--- src/rtl/imem_loader_pkg.sv ---
// Shared types and constants for the instruction-memory boot loader.
package imem_loader_pkg;

  typedef enum logic [2:0] {
    WAIT_LEN = 3'd0,
    COLLECT  = 3'd1,
    WRITE    = 3'd2,
    CHECK    = 3'd3,
    DONE     = 3'd4,
    ERROR    = 3'd5
  } state_t;

  localparam int BYTE_W         = 8;
  localparam int BYTES_PER_WORD = 4;
  localparam int WORD_W         = BYTE_W * BYTES_PER_WORD;

endpackage

--- src/rtl/loader_idle_timer.sv ---
// Idle-cycle counter that bounds the gap between accepted bytes of a frame.
module loader_idle_timer #(
  parameter int TIMEOUT = 65535
) (
  input  logic clk,
  input  logic rst,
  input  logic run,
  input  logic clear,
  output logic expired
);

  localparam logic [15:0] LIMIT = 16'(TIMEOUT);

  logic [15:0] count;

  // NOTE: sequential state uses non-blocking assignments so all registers see pre-edge values.
  always_ff @(posedge clk or posedge rst) begin
    if (rst)                         count <= '0;
    else if (clear)                  count <= '0;
    else if (run && count != LIMIT)  count <= count + 16'd1;
  end

  // High in the idle cycle whose tick brings the count to TIMEOUT, so the FSM leaves on that edge.
  assign expired = run && !clear && (count == LIMIT - 16'd1);

endmodule

--- src/rtl/imem_loader.sv ---
// Frames a boot byte stream into 32-bit words, writes them to instruction memory,
// and releases the core once the XOR checksum matches.
module imem_loader
  import imem_loader_pkg::*;
#(
  parameter int ADDR_W  = 8,
  parameter int TIMEOUT = 65535
) (
  input  logic              clk,
  input  logic              rst,
  input  logic              reload,
  input  logic [BYTE_W-1:0] in_data,
  input  logic              in_valid,
  output logic              in_ready,
  output logic              im_wren,
  output logic [ADDR_W-1:0] im_addr,
  output logic [WORD_W-1:0] im_data,
  output logic              cpu_hold,
  output logic              done,
  output logic              error
);

  localparam int BI_W = $clog2(BYTES_PER_WORD);
  localparam logic [BI_W-1:0] LAST_BYTE = BI_W'(BYTES_PER_WORD - 1);

  state_t                     state;
  logic [ADDR_W:0]            word_total;
  logic [ADDR_W:0]            word_idx;
  logic [ADDR_W:0]            word_next;
  logic [BI_W-1:0]            byte_idx;
  logic [WORD_W-BYTE_W-1:0]   word_sr;
  logic [BYTE_W-1:0]          xor_acc;
  logic                       accept;
  logic                       timer_run;
  logic                       timer_clear;
  logic                       timer_expired;

  assign in_ready = (state == WAIT_LEN) || (state == COLLECT) || (state == CHECK);
  assign im_wren  = (state == WRITE);
  assign done     = (state == DONE);
  assign error    = (state == ERROR);
  assign cpu_hold = (state != DONE);

  assign accept      = in_valid && in_ready;
  assign word_next   = word_idx + 1'b1;
  assign timer_run   = ((state == COLLECT) || (state == CHECK)) && !in_valid;
  assign timer_clear = accept || reload || (state == WAIT_LEN);

  loader_idle_timer #(.TIMEOUT(TIMEOUT)) u_idle_timer (
    .clk     (clk),
    .rst     (rst),
    .run     (timer_run),
    .clear   (timer_clear),
    .expired (timer_expired)
  );

  always_ff @(posedge clk or posedge rst) begin
    if (rst) begin
      state      <= WAIT_LEN;
      word_total <= '0;
      word_idx   <= '0;
      byte_idx   <= '0;
      word_sr    <= '0;
      xor_acc    <= '0;
      im_addr    <= '0;
      im_data    <= '0;
    end else if (reload) begin
      // Reload wins over any byte offered in the same cycle; that byte is dropped.
      state <= WAIT_LEN;
    end else begin
      case (state)
        WAIT_LEN: if (accept) begin
          // A count of zero encodes a full 2^ADDR_W-word image.
          word_total <= (in_data == '0) ? {1'b1, {ADDR_W{1'b0}}} : (ADDR_W+1)'(in_data);
          word_idx   <= '0;
          byte_idx   <= '0;
          xor_acc    <= '0;
          state      <= COLLECT;
        end
        COLLECT: begin
          if (accept) begin
            word_sr  <= {word_sr[WORD_W-2*BYTE_W-1:0], in_data};
            xor_acc  <= xor_acc ^ in_data;
            byte_idx <= byte_idx + 1'b1;
            if (byte_idx == LAST_BYTE) begin
              im_addr <= word_idx[ADDR_W-1:0];
              im_data <= {word_sr, in_data};
              state   <= WRITE;
            end
          end else if (timer_expired) begin
            state <= ERROR;
          end
        end
        WRITE: begin
          word_idx <= word_next;
          state    <= (word_next == word_total) ? CHECK : COLLECT;
        end
        CHECK: begin
          if (accept)             state <= (in_data == xor_acc) ? DONE : ERROR;
          else if (timer_expired) state <= ERROR;
        end
        DONE:    state <= DONE;
        ERROR:   state <= ERROR;
        default: state <= ERROR;
      endcase
    end
  end

endmodule

--- config.mk ---
export PLATFORM = sky130hd
export DESIGN_NAME = imem_loader
export DESIGN_NICKNAME = d
export VERILOG_FILES = /design/src/rtl/imem_loader_pkg.sv /design/src/rtl/loader_idle_timer.sv /design/src/rtl/imem_loader.sv
export SDC_FILE = /design/constraint.sdc
export NUM_CORES = 1
export LEC_CHECK = 0
export ABC_AREA = 0
export CAP_MARGIN = 15
export CORE_ASPECT_RATIO = 1.5
export CORE_MARGIN = 3
export CORE_UTILIZATION = 63
export CTS_BUF_LIST = sky130_fd_sc_hd__clkbuf_2 sky130_fd_sc_hd__clkbuf_4 sky130_fd_sc_hd__clkbuf_8
export CTS_CLUSTER_DIAMETER = 40
export DETAILED_ROUTE_END_ITERATION = 12
export PLACE_DENSITY = 0.88
export SLEW_MARGIN = 20
export SYNTH_ARGS = -nofsm -noshare
export SYNTH_HDL_FRONTEND = slang
export SYNTH_SLANG_ARGS = --single-unit
--- constraint.sdc ---
create_clock -name clk -period 7.6 [get_ports clk]
set_input_delay 1.52 -clock clk [delete_from_list [all_inputs] [get_ports clk]]
set_output_delay 1.52 -clock clk [all_outputs]
set_load 0.1 [all_outputs]
Word-level counts from Yosys, hierarchy flattened
Index checks and enable logic that the tools add are counted.
{"block": "word_totals", "regBits": 111, "inputBits": 12, "output_inout_bits": 45}
{"block": "classes", "add_sub_neg": 3, "n_eq_ne": 15, "mux": 20, "n_bitwise": 2, "n_reduce_logical": 23}
{"operator": "16-bit two-way mux", "count": 2}
{"operator": "3-bit two-way mux", "count": 6}
{"operator": "9-bit two-way mux", "count": 2}
{"operator": "9-bit one-hot mux with 2 select lines", "count": 1}
{"operator": "16-bit by 1-bit adder with 16-bit output, second input constant", "count": 1}
{"operator": "16-bit equality test, second input constant", "count": 1}
{"operator": "8-bit two-way mux", "count": 2}
{"operator": "16-bit != test, second input constant", "count": 1}
{"operator": "8-bit one-hot mux with 2 select lines", "count": 1}
{"operator": "3-bit one-hot mux with 5 select lines", "count": 1}
{"operator": "9-bit by 1-bit adder with 9-bit output, second input constant", "count": 1}
{"operator": "9-bit equality test", "count": 1}
{"operator": "3-bit AND reduction", "count": 3}
{"operator": "8-bit equality test", "count": 1}
{"operator": "8-bit logical NOT", "count": 1}
{"operator": "4-bit AND reduction", "count": 2}
{"operator": "8-bit XOR", "count": 1}
{"operator": "3-bit by 2-bit equality test with 1-bit output, second input constant", "count": 2}
{"operator": "3-bit equality test, second input constant", "count": 2}
{"operator": "2-bit two-way mux", "count": 3}
{"operator": "3-bit != test, second input constant", "count": 2}
{"operator": "2-bit nonzero test", "count": 3}
{"operator": "1-bit logical AND", "count": 5}
{"operator": "1-bit logical OR", "count": 5}
{"operator": "other kinds (11)", "count": 13}

Logic depth before layout (Yosys ltp)
Gate-level depths: netlist of the first run.
{"block": "depth", "word_depth": 13, "ltp_mapped": 8, "depth_no_buf": 6}

Modules after synthesis
A second synthesis of the first run with hierarchy kept.
{"block": "hier_totals", "hier_cells": 495, "hier_area_um2": 5149.9}
{"mod": "imem_loader", "instances": 1, "cells_per_inst": 393, "area_per_inst_um2": 4222.8}
{"mod": "loader_idle_timer", "instances": 1, "cells_per_inst": 102, "area_per_inst_um2": 927.1}

Worst setup path before layout of the first run
No wires, ideal clock.
{"block": "synth_timing", "kind": "flip-flop to output port", "start": "register state[0]", "end": "output done", "arrival_ps": 2179, "path_slack_ps": 3901, "path_stages_with_launch": 5, "n_path_buf": 1, "cell_sequence": "dfrtp_1 -> clkbuf_1 -> nor2_1 -> nand2_1 -> inv_1"}
{"block": "synth_between", "elab_chain_cells": 1}
{"item": "start: declaration", "line": "imem_loader.sv:26", "rtl": "state_t state;"}
{"item": "start signal: assignment", "line": "imem_loader.sv:96", "rtl": "state <= (word_next == word_total) ? CHECK : COLLECT;"}
{"item": "start signal: assignment", "line": "imem_loader.sv:99", "rtl": "if (accept) state <= (in_data == xor_acc) ? DONE : ERROR;"}
{"item": "3-bit equality test", "line": "imem_loader.sv:40", "rtl": "assign done = (state == DONE);"}
{"item": "end: declaration", "line": "imem_loader.sv:19", "rtl": "output logic done,"}
No other way between the ends.

Final worst setup path of the first run
{"block": "layout_timing", "start": "input reload", "end": "register im_data[12]"}
{"block": "layout_between", "elab_chain_cells": 2}
{"item": "start: declaration", "line": "imem_loader.sv:11", "rtl": "input logic reload,"}
{"item": "1-bit inverter (no source line)"}
{"item": "4-bit AND reduction (no source line)"}
{"item": "end signal: assignment", "line": "imem_loader.sv:87", "rtl": "im_data <= {word_sr, in_data};"}
{"item": "end: declaration", "line": "imem_loader.sv:17", "rtl": "output logic [WORD_W-1:0] im_data,"}
No other way between the ends.
A chain may end at the register's enable or synchronous reset.

==> results_dict.tcl, run 1 <==
set metrics [dict create \
    status "completed" \
    netlist_area_mm2 0.00510 \
    dieWidth_um 79.5 \
    grt_max_degree 90 \
    rows 39 \
    drv_cap 0 \
    critPathKind "in -> reg" \
    cts.sink_count 111 \
    p_clk_share_pct 29.2 \
    drt-total-wl_um 10600 \
    holdWs_ps 486 \
    path_clk_slew_ps 100 \
    pwr-share-comb_pct 15.6 \
    yosysWarningCount 0 \
    clockBufferDepth 2 \
    tns_ps 0 \
    dpl-instance-area_mm2 0.00569 \
    synthArstFlopShare_pct 100 \
    seq_area_frac_synth_pct 54.4 \
    ys_types 54 \
    syn-num-nets 487 \
    port_buffers 56 \
    start_util_pct 65.8 \
    period_share_pct 58.2 \
    final_net_count 532 \
    postLayoutCellArea_mm2 0.00591 \
    synth.largest_area_cell "dfrtp_1" \
    clock_latency_ps 380 \
    drive_gt1_share_pct 8.06 \
    total_power_mw 1.24 \
    antenna_found_initial 0 \
    vias 3699 \
    rsz0062_at_grt "no" \
    leakagePower_nw 2.64 \
    dp_slack_ps 2810 \
    tightestPinTransition_ps 1020 \
    setup.worst_path.start_class "input pin" \
    antennaDiodeCount 0 \
    cts-resized-gates 0 \
    core_mm2 0.00776 \
    h-tree-depth 3 \
    intPower_uw 868 \
    p_sw_uw 373 \
    avgViaCountPerCell 5.94 \
    drv_slew 0 \
    area_delta_synth_final_pct 15.7 \
    synth.most_common_cell "dfrtp_1" \
    post_cts.repair.setup_buffers 0 \
    swShare_pct 30.1 \
    fin_crit_ps 4420 \
    numCtsBuffers 9 \
    dr.pass1.iters 5 \
    hp-class "reg -> reg" \
    relSlewSlack_pct 31.8 \
    worst_slack_ps 3180 \
    fin_skew_ps 6.22 \
    clockRootBuffer "clkbuf_8" \
    tritoncts "built" \
    max-vdd-ir-drop_v 0.000188 \
    worstPathMaxFanout 41 \
    pin_count 57 \
    grt_pass1_wl_um 17700 \
    fin_util_pct 76.1 \
    grt_pass1_vias 3708 \
    cts-hold-fix-buffers 0 \
    grt_util_all_layers_pct 24.7 \
    drc 0 \
    gp_congestion 0.855 \
    synth_top_cells_by_area "dfrtp_1, mux2_1, nand2_1" \
    overflow 0 \
    dieArea_mm2 0.00924 \
    wl_per_cell_um 17.0 \
    synth_top_area_share_pct 54.4 \
    final-hold-violation-count 0 \
    syn_inst 471 \
    drtAntennaViolNets 0 \
    finalSetupViolCount 0 \
    synth_edf_count 0 \
    die_y_um 116 \
    dp_hpwl_um 7260 \
    required_ps 7860 \
    clock.fmax_mhz 226 \
    stdcell_count 623 \
    syn_avg_cell_area_um2 10.8 \
    crit_arrival_ps 4680 \
    drt-initial-drc-count 236 \
    endpoint_kind "register" \
    ys_ff_latch 111 \
    placedCellCount 607 \
    ys.flop_type "dfrtp_1" \
    synth.top_cells.by_count "dfrtp_1, nand2_1, mux2_1" \
    seqPwrFrac_pct 55.2 \
    power_density_mw_per_mm2 210 \
]
[routing by layer]
layer / part of all wire (%) / vias up / global-route usage (%)
met4: 2.4 / 0 / 10.2
met5: 0 / - / 0
met2: 53 / 132 / 41.9
met3: 4.6 / 26 / 5.17
li1: - / 1706 / -
met1: 40 / 1835 / 30.8
[worst max-delay path, stage by stage]
cell	delay, ps
clkdlybuf4s50_1	560
nor2_2	270
and3_1	870
nand2_2	840
mux2_1	600
[flip-flops by register name (all words and copies together), names as in the netlist]
register            flops
byte_idx                2
im_addr                 8
im_data                32
state                   3
u_idle_timer.count     16
word_idx                9
word_sr                24
word_total              9
xor_acc                 8
[worst paths after layout]
| kind | startpoint | endpoint | slack (ps) | cells past startpoint |
|---|---|---|---|---|
| worst max-delay path | reload | im_data[12]$_DFFE_PP0P_ | 3180 | 5 |
| min in group asynchronous | rst | im_data[22]$_DFFE_PP0P_ | 1430 | 2 |
| worst min-delay path | word_sr[18]$_DFFE_PP0P_ | word_sr[18]$_DFFE_PP0P_ | 490 | 2 |
| worst max register to register | state[2]$_DFFE_PP0P_ | im_data[12]$_DFFE_PP0P_ | 4330 | 4 |
| worst min register to register | word_sr[18]$_DFFE_PP0P_ | word_sr[18]$_DFFE_PP0P_ | 490 | 2 |
| max in group asynchronous | rst | word_idx[3]$_DFFE_PP0P_ | 5090 | 3 |
[cells by family (layout without fill, tap and decap cells)]
group | after synthesis | in the layout | synth area share (%)
AND/OR/NAND/NOR | 179 | 179 | 16.7
flip-flops | 111 | 111 | 54.4
AO/OA/AOI/OAI | 65 | 65 | 9.00
multiplexers | 47 | 47 | 10.4
XOR/XNOR | 33 | 33 | 5.66
buffers and inverters | 32 | 82 | 2.89
adder cells (fa/ha/maj) | 4 | 4 | 0.981
[power by group through the flow]
stage          combinational [mW]  sequential [mW]  clock, mW
3_5_place_dp                0.194            0.695          0
5_1_grt                     0.209            0.691      0.390
3_3_place_gp                0.185            0.691          0
4_1_cts                     0.195            0.684      0.368
6_report                    0.193            0.685      0.363
2_1_floorplan              0.0798            0.747          0
[placed cells by master (no fill, tap or decap), types with 4 or more instances in the layout]
master | synthesis | routed
a21oi_1 | 7 | 7
and3_1 | 4 | 4
clkbuf_8 | 0 | 10
clkdlybuf4s50_1 | 0 | 56
dfrtp_1 | 111 | 111
ha_1 | 4 | 4
inv_1 | 8 | 7
mux2_1 | 38 | 38
mux2_2 | 9 | 9
nand2_1 | 90 | 90
nand3_1 | 10 | 10
nand4_1 | 5 | 5
nor2_1 | 35 | 35
nor2b_1 | 6 | 6
nor3_1 | 7 | 7
o21ai_0 | 30 | 30
xnor2_1 | 30 | 30
[cell type report]
class,count,area [um2]
clock inverters,6,68.8
multi-input cells,328,2180
clock buffers,10,138
inverters,8,32.5
well taps,102,128
flip-flops and latches,111,2780
fillers,498,1850
repair buffers,58,579
Note: power is estimated with default switching activity, not from simulation.
==> inputs of run 2 (changes only) <==
Settings changed: CORE_UTILIZATION 63 to 53, PLACE_DENSITY 0.88 to 0.79.
Clock period 7.6 ns to 3.8 ns, I/O delays scaled along.
==> run 2 against run 1 <==
Die area grew 18%. Clock skew grew 5.1 ps. Wire length shrank 1.6%. Cell area grew 0.44%. Non-clock buffer count grew 4. Flip-flop and latch count is the same. Critical path depth shrank 4. Combinational power grew 98%. Via count shrank 1.4%. Largest cell class unchanged.
==> results_dict.tcl, run 2 (synthesis results as in run 1) <==
set metrics [dict create \
    cp.buffers_inverters 1 \
    max_stage_delay_ps 1150 \
    r2r_slack_ps 1710 \
    worstPathMaxFanout 2 \
    hold_depth 2 \
    reg_top3 "im_data x32, word_sr x24, u_idle_timer.count x16" \
    antenna_found_initial 0 \
    fin_crit_ps 2700 \
    dp_slack_ps 890 \
    fin_util_pct 63.7 \
    wl_per_cell_um 16.3 \
    seqPwrFrac_pct 54.6 \
    relSlewSlack_pct 33.1 \
    final_common_cell "dfrtp_1" \
    hold_start "word_sr[21]$_DFFE_PP0P_" \
    worst-r2r-cell-count 5 \
    final-hold-violation-count 0 \
    period_share_pct 71.1 \
    antennaDiodeCount 0 \
    fillers 729 \
    drv_slew 0 \
    path_cells "clkdlybuf4s50_1" \
    crit_arrival_ps 1940 \
    post_cts.repair.setup_buffers 0 \
    critPathTopFamily "buffers and inverters" \
    clockBufferDepth 2 \
    drtAntennaViolNets 0 \
    pin_count 57 \
    path_clk_slew_ps 120 \
    intPower_mw 1.73 \
    final_net_count 536 \
    status "completed" \
    max-vdd-ir-drop_v 0.000306 \
    largest-register "im_data" \
    clockRootBuffer "clkbuf_8" \
    dieWidth_um 86.1 \
    drv_cap 0 \
    cts-resized-gates 0 \
    drt-total-wl_um 10400 \
    worst_slack_ps 1100 \
    grt_pass1_vias 3691 \
    dr.pass1.iters 4 \
    dp_hpwl_um 7200 \
    dieArea_mm2 0.0109 \
    drive_gt1_share_pct 9.52 \
    hp-class "reg -> reg" \
    cts-hold-fix-buffers 0 \
    tritoncts "built" \
    critPathKind "reg -> out" \
    tightestPinTransition_ps 1000 \
    rsz0062_at_grt "no" \
    finalSetupViolCount 0 \
    rows 43 \
    postLayoutCellArea_mm2 0.00593 \
    fin_skew_ps 11.4 \
    vias 3646 \
    gp_congestion 0.794 \
    clock.fmax_mhz 370 \
    p_clk_share_pct 30.1 \
    cts.sink_count 111 \
    largest_reg_flops 32 \
    tns_ps 0 \
    h-tree-depth 3 \
    grt_util_all_layers_pct 20.6 \
    clock_latency_ps 380 \
    pwr-share-comb_pct 15.3 \
    dpl-instance-area_mm2 0.00572 \
    required_ps 3040 \
    regToRegEndpoint "im_data[21]$_DFFE_PP0P_" \
    layout_common_cells "dfrtp_1, nand2_1, clkdlybuf4s50_1" \
    endpoint_kind "output port" \
    grt_max_degree 73 \
    port_buffers 56 \
    area_delta_synth_final_pct 16.2 \
    r2r_start "state[2]$_DFFE_PP0P_" \
    die_y_um 126 \
    numCtsBuffers 9 \
    start_util_pct 54.8 \
    leakagePower_nw 2.67 \
    drc 0 \
    drt-initial-drc-count 220 \
    power_density_mw_per_mm2 422 \
    avgViaCountPerCell 5.72 \
    cp_slowest_cell "clkdlybuf4s50_1" \
    overflow 0 \
    grt_pass1_wl_um 17800 \
    core_mm2 0.00931 \
    setup.worst_path.start_class "register" \
    p_sw_uw 771 \
    swShare_pct 30.8 \
    holdPathEnd "word_sr[21]$_DFFE_PP0P_" \
]
[run 2: cell types whose count changed in the layout (fill, tap and decap cells not counted)]
cell	change
buf_6	-1
clkinv_2	-1
inv_6	+1
o21bai_2	-1
clkinv_4	-1
inv_8	+2
clkdlybuf4s50_1	-5
clkbuf_8	-1
buf_4	+10
o21bai_1	+1
[run 2: worst max path at each step]
stage | from | endpoint | slack [ps] | cells past startpoint
after floorplan | rst | byte_idx[0]$_DFFE_PP0P_ | 110 | 1
after global placement | reload | im_data[30]$_DFFE_PP0P_ | 930 | 6
after detailed placement | reload | im_data[21]$_DFFE_PP0P_ | 890 | 6
after CTS | im_addr[7]$_DFFE_PP0P_ | im_addr[7] | 1080 | 1
after global routing | im_addr[7]$_DFFE_PP0P_ | im_addr[7] | 1060 | 1
final | im_addr[7]$_DFFE_PP0P_ | im_addr[7] | 1100 | 1
[run 2: metal layers]
metal	track usage, %	part of all wire [%]	up-vias	wire, um
met3	3.34	3.2	19	332
met1	26.3	42	1835	4410
met4	8.76	2.5	0	258
li1	-	-	1720	-
met2	34.3	52	72	5410
met5	0	0	-	0
[run 2: layout make-up]
type	count	area, um2	area share, %
Tap cell	112	140	2.36
Sequential cell	111	2780	46.8
Clock buffer	9	124	2.09
Inverter	8	32.5	0.548
Clock inverter	7	86.3	1.46
Multi-Input combinational cell	328	2180	36.7
Timing Repair Buffer	62	593	10.0
[run 2: power by group through the flow]
stage                     logic [mW]  clock network, mW  registers (mW)
after floorplan                0.160                  0            1.49
after global placement         0.375                  0            1.38
after detailed placement       0.386                  0            1.39
after CTS                      0.387              0.763            1.37
after global routing           0.418              0.815            1.38
final                          0.382              0.753            1.37
[run 2: per-stage QoR]
step           total power [mW]  instances  hold WS, ps
2_1_floorplan              1.65        471          439
3_3_place_gp               1.76        621          451
3_5_place_dp               1.77        621          455
4_1_cts                    2.52        637          483
5_1_grt                    2.61        637          502
6_report                   2.50        637          479
[run 2: tightest hold or removal path, stage by stage (launching register included)]
cell	delay, ps
dfrtp_1	360
nand2_1	50
nand2_1	50
==> inputs of run 3 (changes only) <==
Clock period 3.8 ns to 2.4 ns, I/O delays scaled along.
==> run 3 against run 2 <==
Largest cell class unchanged. Clock skew increased by 1.3 ps. First-iteration DRC count down 16%. Clock power is 91% higher. Combinational power is 59% higher. Clock-buffer cell count is the same. Power rose by 68%. Critical endpoint is now error. Critical path depth is 2 higher. Flip-flop and latch count is the same. Cell area increased by 2.2%. Worst hold slack improved by 6.3 ps.
==> results_dict.tcl, run 3 (synthesis results as in run 1) <==
set metrics [dict create \
    post_cts.repair.setup_buffers 0 \
    final_net_count 546 \
    drive_gt1_share_pct 19.4 \
    antenna_found_initial 0 \
    cp.buffers_inverters 1 \
    vias 3627 \
    drc 0 \
    grt_util_all_layers_pct 20.6 \
    largest_reg_flops 32 \
    drtAntennaViolNets 0 \
    path_cells "nor2b_1 -> and2_1 -> buf_12" \
    cts-resized-gates 0 \
    overflow 0 \
    grt_pass1_wl_um 17800 \
    avgViaCountPerCell 5.61 \
    max_stage_delay_ps 560 \
    hold_start "word_sr[19]$_DFFE_PP0P_" \
    port_buffers 56 \
    path_clk_slew_ps 110 \
    status "completed" \
    clockBufferDepth 2 \
    required_ps 1920 \
    start_util_pct 54.8 \
    critPathKind "reg -> out" \
    numCtsBuffers 9 \
    tightestPinTransition_ps 747 \
    drt-total-wl_um 10100 \
    gp_congestion 0.836 \
    grt_pass1_vias 3773 \
    cts.sink_count 111 \
    area_delta_synth_final_pct 18.8 \
    total_power_mw 4.21 \
    worstPathMaxFanout 12 \
    die_y_um 126 \
    largest-register "im_data" \
    critPathTopFamily "flip-flops" \
    power_density_mw_per_mm2 694 \
    dieArea_mm2 0.0109 \
    hold_depth 2 \
    cp_slowest_cell "dfrtp_1" \
    relSlewSlack_pct 50.2 \
    grt_max_degree 112 \
    fin_skew_ps 12.7 \
    period_share_pct 86.3 \
    h-tree-depth 3 \
    rsz0062_at_grt "no" \
    r2r_start "u_idle_timer.count[11]$_DFFE_PP0P_" \
    core_mm2 0.00931 \
    layout_common_cells "dfrtp_1, nand2_1, buf_4" \
    clock.fmax_mhz 483 \
    regToRegEndpoint "u_idle_timer.count[1]$_DFFE_PP0P_" \
    finalSetupViolCount 0 \
    setup.worst_path.start_class "register" \
    antennaDiodeCount 0 \
    final_common_cell "dfrtp_1" \
    final-hold-violation-count 0 \
    wl_per_cell_um 15.6 \
    fin_crit_ps 2070 \
    drv_cap 0 \
    tritoncts "built" \
    leakagePower_nw 2.84 \
    dp_hpwl_um 6980 \
    clock_latency_ps 390 \
    reg_top3 "im_data x32, word_sr x24, u_idle_timer.count x16" \
    endpoint_kind "output port" \
    cts-hold-fix-buffers 0 \
    drt-initial-drc-count 184 \
    holdPathEnd "word_sr[19]$_DFFE_PP0P_" \
    worst-r2r-cell-count 4 \
    clockRootBuffer "clkbuf_8" \
    crit_arrival_ps 1590 \
    dieWidth_um 86.1 \
    fillers 698 \
    r2r_slack_ps 460 \
    max-vdd-ir-drop_v 0.000565 \
    drv_slew 0 \
    hp-class "reg -> reg" \
    tns_ps 0 \
    pin_count 57 \
    critical_path_depth 3 \
    dr.pass1.iters 4 \
    rows 43 \
]
==> run 3: cell count changes in the layout (fill, tap and decap cells not counted), moves of 3 or more <==
cell and change:
buf_4 +43, clkdlybuf4s50_1 -40, buf_12 +7, bufinv_16 +3
==> run 3: per-layer routing <==
layer | GRT usage [%] | wire (um)
met1 | 25.6 | 4130
met2 | 34.5 | 5210
met3 | 4.65 | 454
met4 | 8.11 | 276
met5 | 0 | 0
==> run 3: tightest hold or removal path, stage by stage (launching register included) <==
cell	delay (ps)
dfrtp_1	360
nand2_1	50
nand2_1	50
==> run 3: worst max path at each step <==
stage | from | end
finish | state[0]$_DFFE_PP0P_ | error
global route | state[0]$_DFFE_PP0P_ | error
CTS | state[0]$_DFFE_PP0P_ | error
detailed placement | in_valid | u_idle_timer.count[5]$_DFFE_PP0P_
global placement | in_valid | u_idle_timer.count[6]$_DFFE_PP0P_
floorplan | state[0]$_DFFE_PP0P_ | done
==> run 3: area by class of cell <==
cell class / count / area (um2) / area share, %
Clock buffer: 9 / 124 / 2.04
Clock inverter: 7 / 143 / 2.35
Inverter: 8 / 37.5 / 0.619
Multi-Input combinational cell: 328 / 2190 / 36.1
Sequential cell: 111 / 2780 / 45.8
Tap cell: 112 / 140 / 2.31
Timing Repair Buffer: 72 / 656 / 10.8
==> run 3: through the flow <==
stage / std cells / instance area, um2 / hold WS (ps) / util [%] / setup WS (ps)
after CTS: 647 / 6060 / 491 / 65.1 / 305
after global routing: 647 / 6060 / 519 / 65.1 / 216
final: 647 / 6060 / 485 / 65.1 / 329
after detailed placement: 631 / 5800 / 464 / 62.3 / 166
after global placement: 631 / 5800 / 460 / 62.3 / 188
after floorplan: 471 / 5120 / 439 / - / 177
==> run 3: power breakdown <==
group          switching (mW)  internal, mW  leakage, nW  total [mW]
Combinational           0.411         0.196         1.21       0.607
Sequential              0.123          2.04         1.50        2.16
Clock                   0.640         0.802        0.134        1.44
==> variant 1 (config.mk and constraints of run 1) <==
The package constant `BYTE_W` goes from 8 to 12.
--- a/src/rtl/imem_loader_pkg.sv
+++ b/src/rtl/imem_loader_pkg.sv
@@ -10,7 +10,7 @@
     ERROR    = 3'd5
   } state_t;
 
-  localparam int BYTE_W         = 8;
+  localparam int BYTE_W         = 12;
   localparam int BYTES_PER_WORD = 4;
   localparam int WORD_W         = BYTE_W * BYTES_PER_WORD;
 
Interface: changed (resized im_data and in_data); port bits go from 57 to 77. The function was not compared with the original's and may differ.
==> variant 1 against run 1 <==
Fmax is 7.3% higher. Largest power group unchanged. Area after synthesis is 25% higher. Setup slack better by 0.30 ns. First-iteration DRC count is 44% higher. Sequential cell count is 32 higher. Final area is 30% higher. Power is 110% higher. Count of clock-buffer cells in the layout is 8 higher. Wire length is 36% higher.
==> variant 1: results (changes against run 1) <==
clocking:
  tritoncts.num_buffers: 17  # +8
  htree_levels: 4  # +1
  clkSlewWorstSetupHoldPaths_ns: 0.08  # -0.02 ns
detailed_routing:
  wl_mm: 14.4  # +36%
  first_iter_violations: 340  # +44%
  vias: 4706  # +27%
  dr_wl_met2_mm: 7.82  # +40%
logic_synthesis:
  synth_common_cells: "145 x sky130_fd_sc_hd__nand2_1, 143 x sky130_fd_sc_hd__dfrtp_1, 64 x sky130_fd_sc_hd__mux2_2, 38 x sky130_fd_sc_hd__o21ai_0, 37 x sky130_fd_sc_hd__nor2_1"
  mappedNetlistNets: 614  # +26%
  netlist-cell-type-count: 49  # -9.3%
final_layout:
  multi_input_comb_area_mm2: 0.00263  # +21%
  non_clock_buffer_area_share_pct: 10.4  # +0.57 points
  layout.clock.cell_area_share_pct: 5.93  # +2.4 points
pwr:
  static_leak_uw: 0.00358  # +36%
  power_per_cell_area_mw_per_mm2: 341  # +62%
  post-layout-total-power_uw: 2610  # +110%
  irDropWorstVdd_mv: 0.296  # +57%
critical_path:
  cp_slowest_stage_delay_ns: 1.19  # +0.32 ns
  cp_max_fo: 10  # -76%
  worst_r2r_endpoint: "im_data[21]"
  timing.critical_path.to: "error"
  rr_worst_depth: 7  # +3
sta:
  worst_pin_slew_ns: 1.02  # -0.00215 ns
status:
  status: "complete, no violations"
min_path:
  start_point_of_the_worst_hold_path: "word_sr[26]"
global_routing:
  met2_usage_pct: 45.4  # +3.5 points
  grt_first_pass_wirelength_mm: 23.5  # +33%
placed_design:
  dpl_cell_area_mm2: 0.00720  # +26%
  dp_hpwl_mm: 9.58  # +32%
floorplan:
  coreArea_mm2: 0.00980  # +26%
[variant 1: cell count changes in the layout (fill, tap and decap cells not counted), moves of 8 or more]
cell / run 1 / this run
sky130_fd_sc_hd__xnor2_1: 30 / 14
sky130_fd_sc_hd__mux2_2: 9 / 64
sky130_fd_sc_hd__xor2_1: 3 / 20
sky130_fd_sc_hd__clkdlybuf4s50_1: 56 / 76
sky130_fd_sc_hd__nand2_1: 90 / 144
sky130_fd_sc_hd__mux2_1: 38 / 0
sky130_fd_sc_hd__clkbuf_8: 10 / 18
sky130_fd_sc_hd__o21ai_0: 30 / 38
sky130_fd_sc_hd__dfrtp_1: 111 / 143
[variant 1: cell families after synthesis]
| kind of cell | synth area share, % |
|---|---|
| AND/OR/NAND/NOR | 16.9 |
| flip-flops | 56.1 |
| AO/OA/AOI/OAI | 7.10 |
| multiplexers | 11.8 |
| buffers and inverters | 2.76 |
| XOR/XNOR | 4.67 |
| adder cells (fa/ha/maj) | 0.784 |
==> variant 2 (flow settings as in run 1) <==
Without the edit above. The 6 states of `state_t` get a one-hot encoding in 6 bits.
--- a/src/rtl/imem_loader_pkg.sv
+++ b/src/rtl/imem_loader_pkg.sv
@@ -1,13 +1,13 @@
 // Shared types and constants for the instruction-memory boot loader.
 package imem_loader_pkg;
 
-  typedef enum logic [2:0] {
-    WAIT_LEN = 3'd0,
-    COLLECT  = 3'd1,
-    WRITE    = 3'd2,
-    CHECK    = 3'd3,
-    DONE     = 3'd4,
-    ERROR    = 3'd5
+  typedef enum logic [5:0] {
+    WAIT_LEN = 6'b000001,
+    COLLECT  = 6'b000010,
+    WRITE    = 6'b000100,
+    CHECK    = 6'b001000,
+    DONE     = 6'b010000,
+    ERROR    = 6'b100000
   } state_t;
 
   localparam int BYTE_W         = 8;
Function: same outputs for any inputs over 4 cycles, from zero or initial values and one cycle with rst high; so few cycles prove little.
==> variant 2 against run 1 <==
Setup slack worse by 0.30 ns. Final area up 4.2%. Power up 10%. Sequential cell count up 3. First-iteration DRC count down 24%. Cell count up 6.4%. Fmax down 6.3%. Area after synthesis up 2.4%. Non-clock buffer count unchanged. Core utilization up 0.23 points. Sequential power up 5.8%. Clock power up 27%. Wire length up 4.4%.
==> variant 2: results (changes against run 1) <==
final_layout:
  final_nets: 563  # +5.8%
  fillCellCount: 538  # +8.0%
  drive_gt1_share_pct: 15.2  # +7.2 points
  syn2layout_area_growth_pct: 17.8
  biggestRegsByFlops: "im_data (32), word_sr (24), u_idle_timer.count (16)"
sta:
  holdWs_ns: 0.469  # -0.0174 ns
  timing.max_slew.rel_slack_pct: 32.0  # +0.13 points
  period_needed_ns: 4.72  # +0.296 ns
  timing.clock.skew_ns: 0.00771  # +0.00149 ns
critical_path:
  crit_path_top_delay_cell: "sky130_fd_sc_hd__clkdlybuf4s50_1"
  rr_worst_depth: 4  # unchanged
  reg2reg_slack_ns: 3.99  # -0.34 ns
  cp_max_fo: 12  # -71%
  cp_slowest_stage_delay_ns: 1.23  # +0.36 ns
  timing.critical_path.max_delay_family: "buffers and inverters"
  worstPathArrival_ns: 3.20  # -1.48 ns
detailed_routing:
  wl_mm: 11.0  # +4.4%
  vias: 3872  # +4.7%
  detail_route.vias_per_cell: 5.84  # -1.6%
  first_iter_violations: 179  # -24%
  drt-pass1-iter-count: 5  # unchanged
clocking:
  htree_levels: 4  # +1
  tritoncts.num_buffers: 17  # +8
  ctsLongestPathBuffers: 2  # unchanged
  post_cts_resized: 0  # unchanged
  cts_root_buffer: "sky130_fd_sc_hd__clkbuf_8"
  clock_latency_ns: 0.43  # +0.05 ns
  clkSlewWorstSetupHoldPaths_ns: 0.06  # -0.04 ns
global_routing:
  grt_pass1_vias: 4026  # +8.6%
  grt_max_degree: 61  # -32%
  gr-usage-all-layers_pct: 26.2  # +1.5 points
  antenna_found_initial: 0  # unchanged
  grt_first_pass_wirelength_mm: 19.0  # +7.2%
placed_design:
  dp_hpwl_mm: 7.50  # +3.4%
  dpl_cell_area_mm2: 0.00583  # +2.5%
  place.gp.congestion: 0.839  # -1.8%
  numPlacedInstances: 633  # +4.3%
  place_ws_ns: 2.72  # -0.0891 ns
  placement.io_buffers: 56  # unchanged
logic_synthesis:
  synth_xor_area_share_pct: 6.20  # +0.54 points
  mappedNetlistNets: 509  # +4.5%
  compound_gate_fraction_of_synth_area_pct: 7.14  # -1.9 points
  yosys.area_share.adder_pct: 0.958  # -0.023 points
  syn_area_per_cell_um2: 10.6  # -2.2%
  mux_contribution_to_synthesized_area_pct: 10.3  # -0.023 points
  synth_common_cells: "113 x sky130_fd_sc_hd__dfrtp_1, 99 x sky130_fd_sc_hd__nand2_1, 44 x sky130_fd_sc_hd__mux2_2, 35 x sky130_fd_sc_hd__nor2_1, 30 x sky130_fd_sc_hd__o21ai_0"
  synth.area.top_cells: "sky130_fd_sc_hd__dfrtp_1 54%, sky130_fd_sc_hd__mux2_2 9.5%, sky130_fd_sc_hd__nand2_1 7.1%"
  synth_seq_area_share_pct: 54.6  # +0.21 points
  netlist-cell-type-count: 48  # -11%
  synthArstFlopShare_pct: 100  # unchanged
status:
  status: "complete, no violations"
min_path:
  hold_path.class: "reg2reg"
  min_path_cells: 2  # unchanged
pwr:
  static_leak_uw: 0.00285  # +8.0%
  irDropWorstVdd_mv: 0.176  # -6.2%
[variant 2: area by class of cell]
| cell class | count | share of cell area, % |
|---|---|---|
| flip-flops and latches | 114 | 46.4 |
| multi-input cells | 350 | 36.5 |
| repair buffers | 58 | 9.36 |
| clock buffers | 22 | 4.51 |
| well taps | 105 | 2.14 |
| clock inverters | 8 | 0.651 |
| inverters | 6 | 0.407 |
[variant 2: power breakdown]
part,switching (µW),internal [µW],total [µW]
Clock,222,239,461
Sequential,58.8,666,725
Combinational,107,74.6,182
[variant 2: worst paths after layout]
check / end / startpoint
setup / recovery: im_wren / state[1]
hold / removal: word_sr[18] / word_sr[18]
setup reg to reg: im_data[7] / state[3]
hold reg to reg: word_sr[18] / word_sr[18]
max in group asynchronous: u_idle_timer.count[13] / rst
min in group asynchronous: word_sr[4] / rst
[variant 2: cells by family (layout without fill, tap and decap cells)]
logic type	Yosys count	count (layout)
simple gates	204	204
flops	114	114
compound gates	57	57
mux	48	48
xor+xnor	37	37
buf+inv	29	94
fa+ha+maj	4	4
[variant 2: routing by layer]
metal	GRT usage, %	wire length [µm]	vias to the layer above
met2	43.0	5890	112
met5	0	0	-
met1	30.3	4260	1918
met4	12.8	390	0
met3	8.42	492	35
li1	-	-	1807
[variant 2: worst min-delay path: stages (launching register included)]
cell                      delay, ns
sky130_fd_sc_hd__dfrtp_1       0.34
sky130_fd_sc_hd__nand2_1       0.05
sky130_fd_sc_hd__nand2_1       0.05
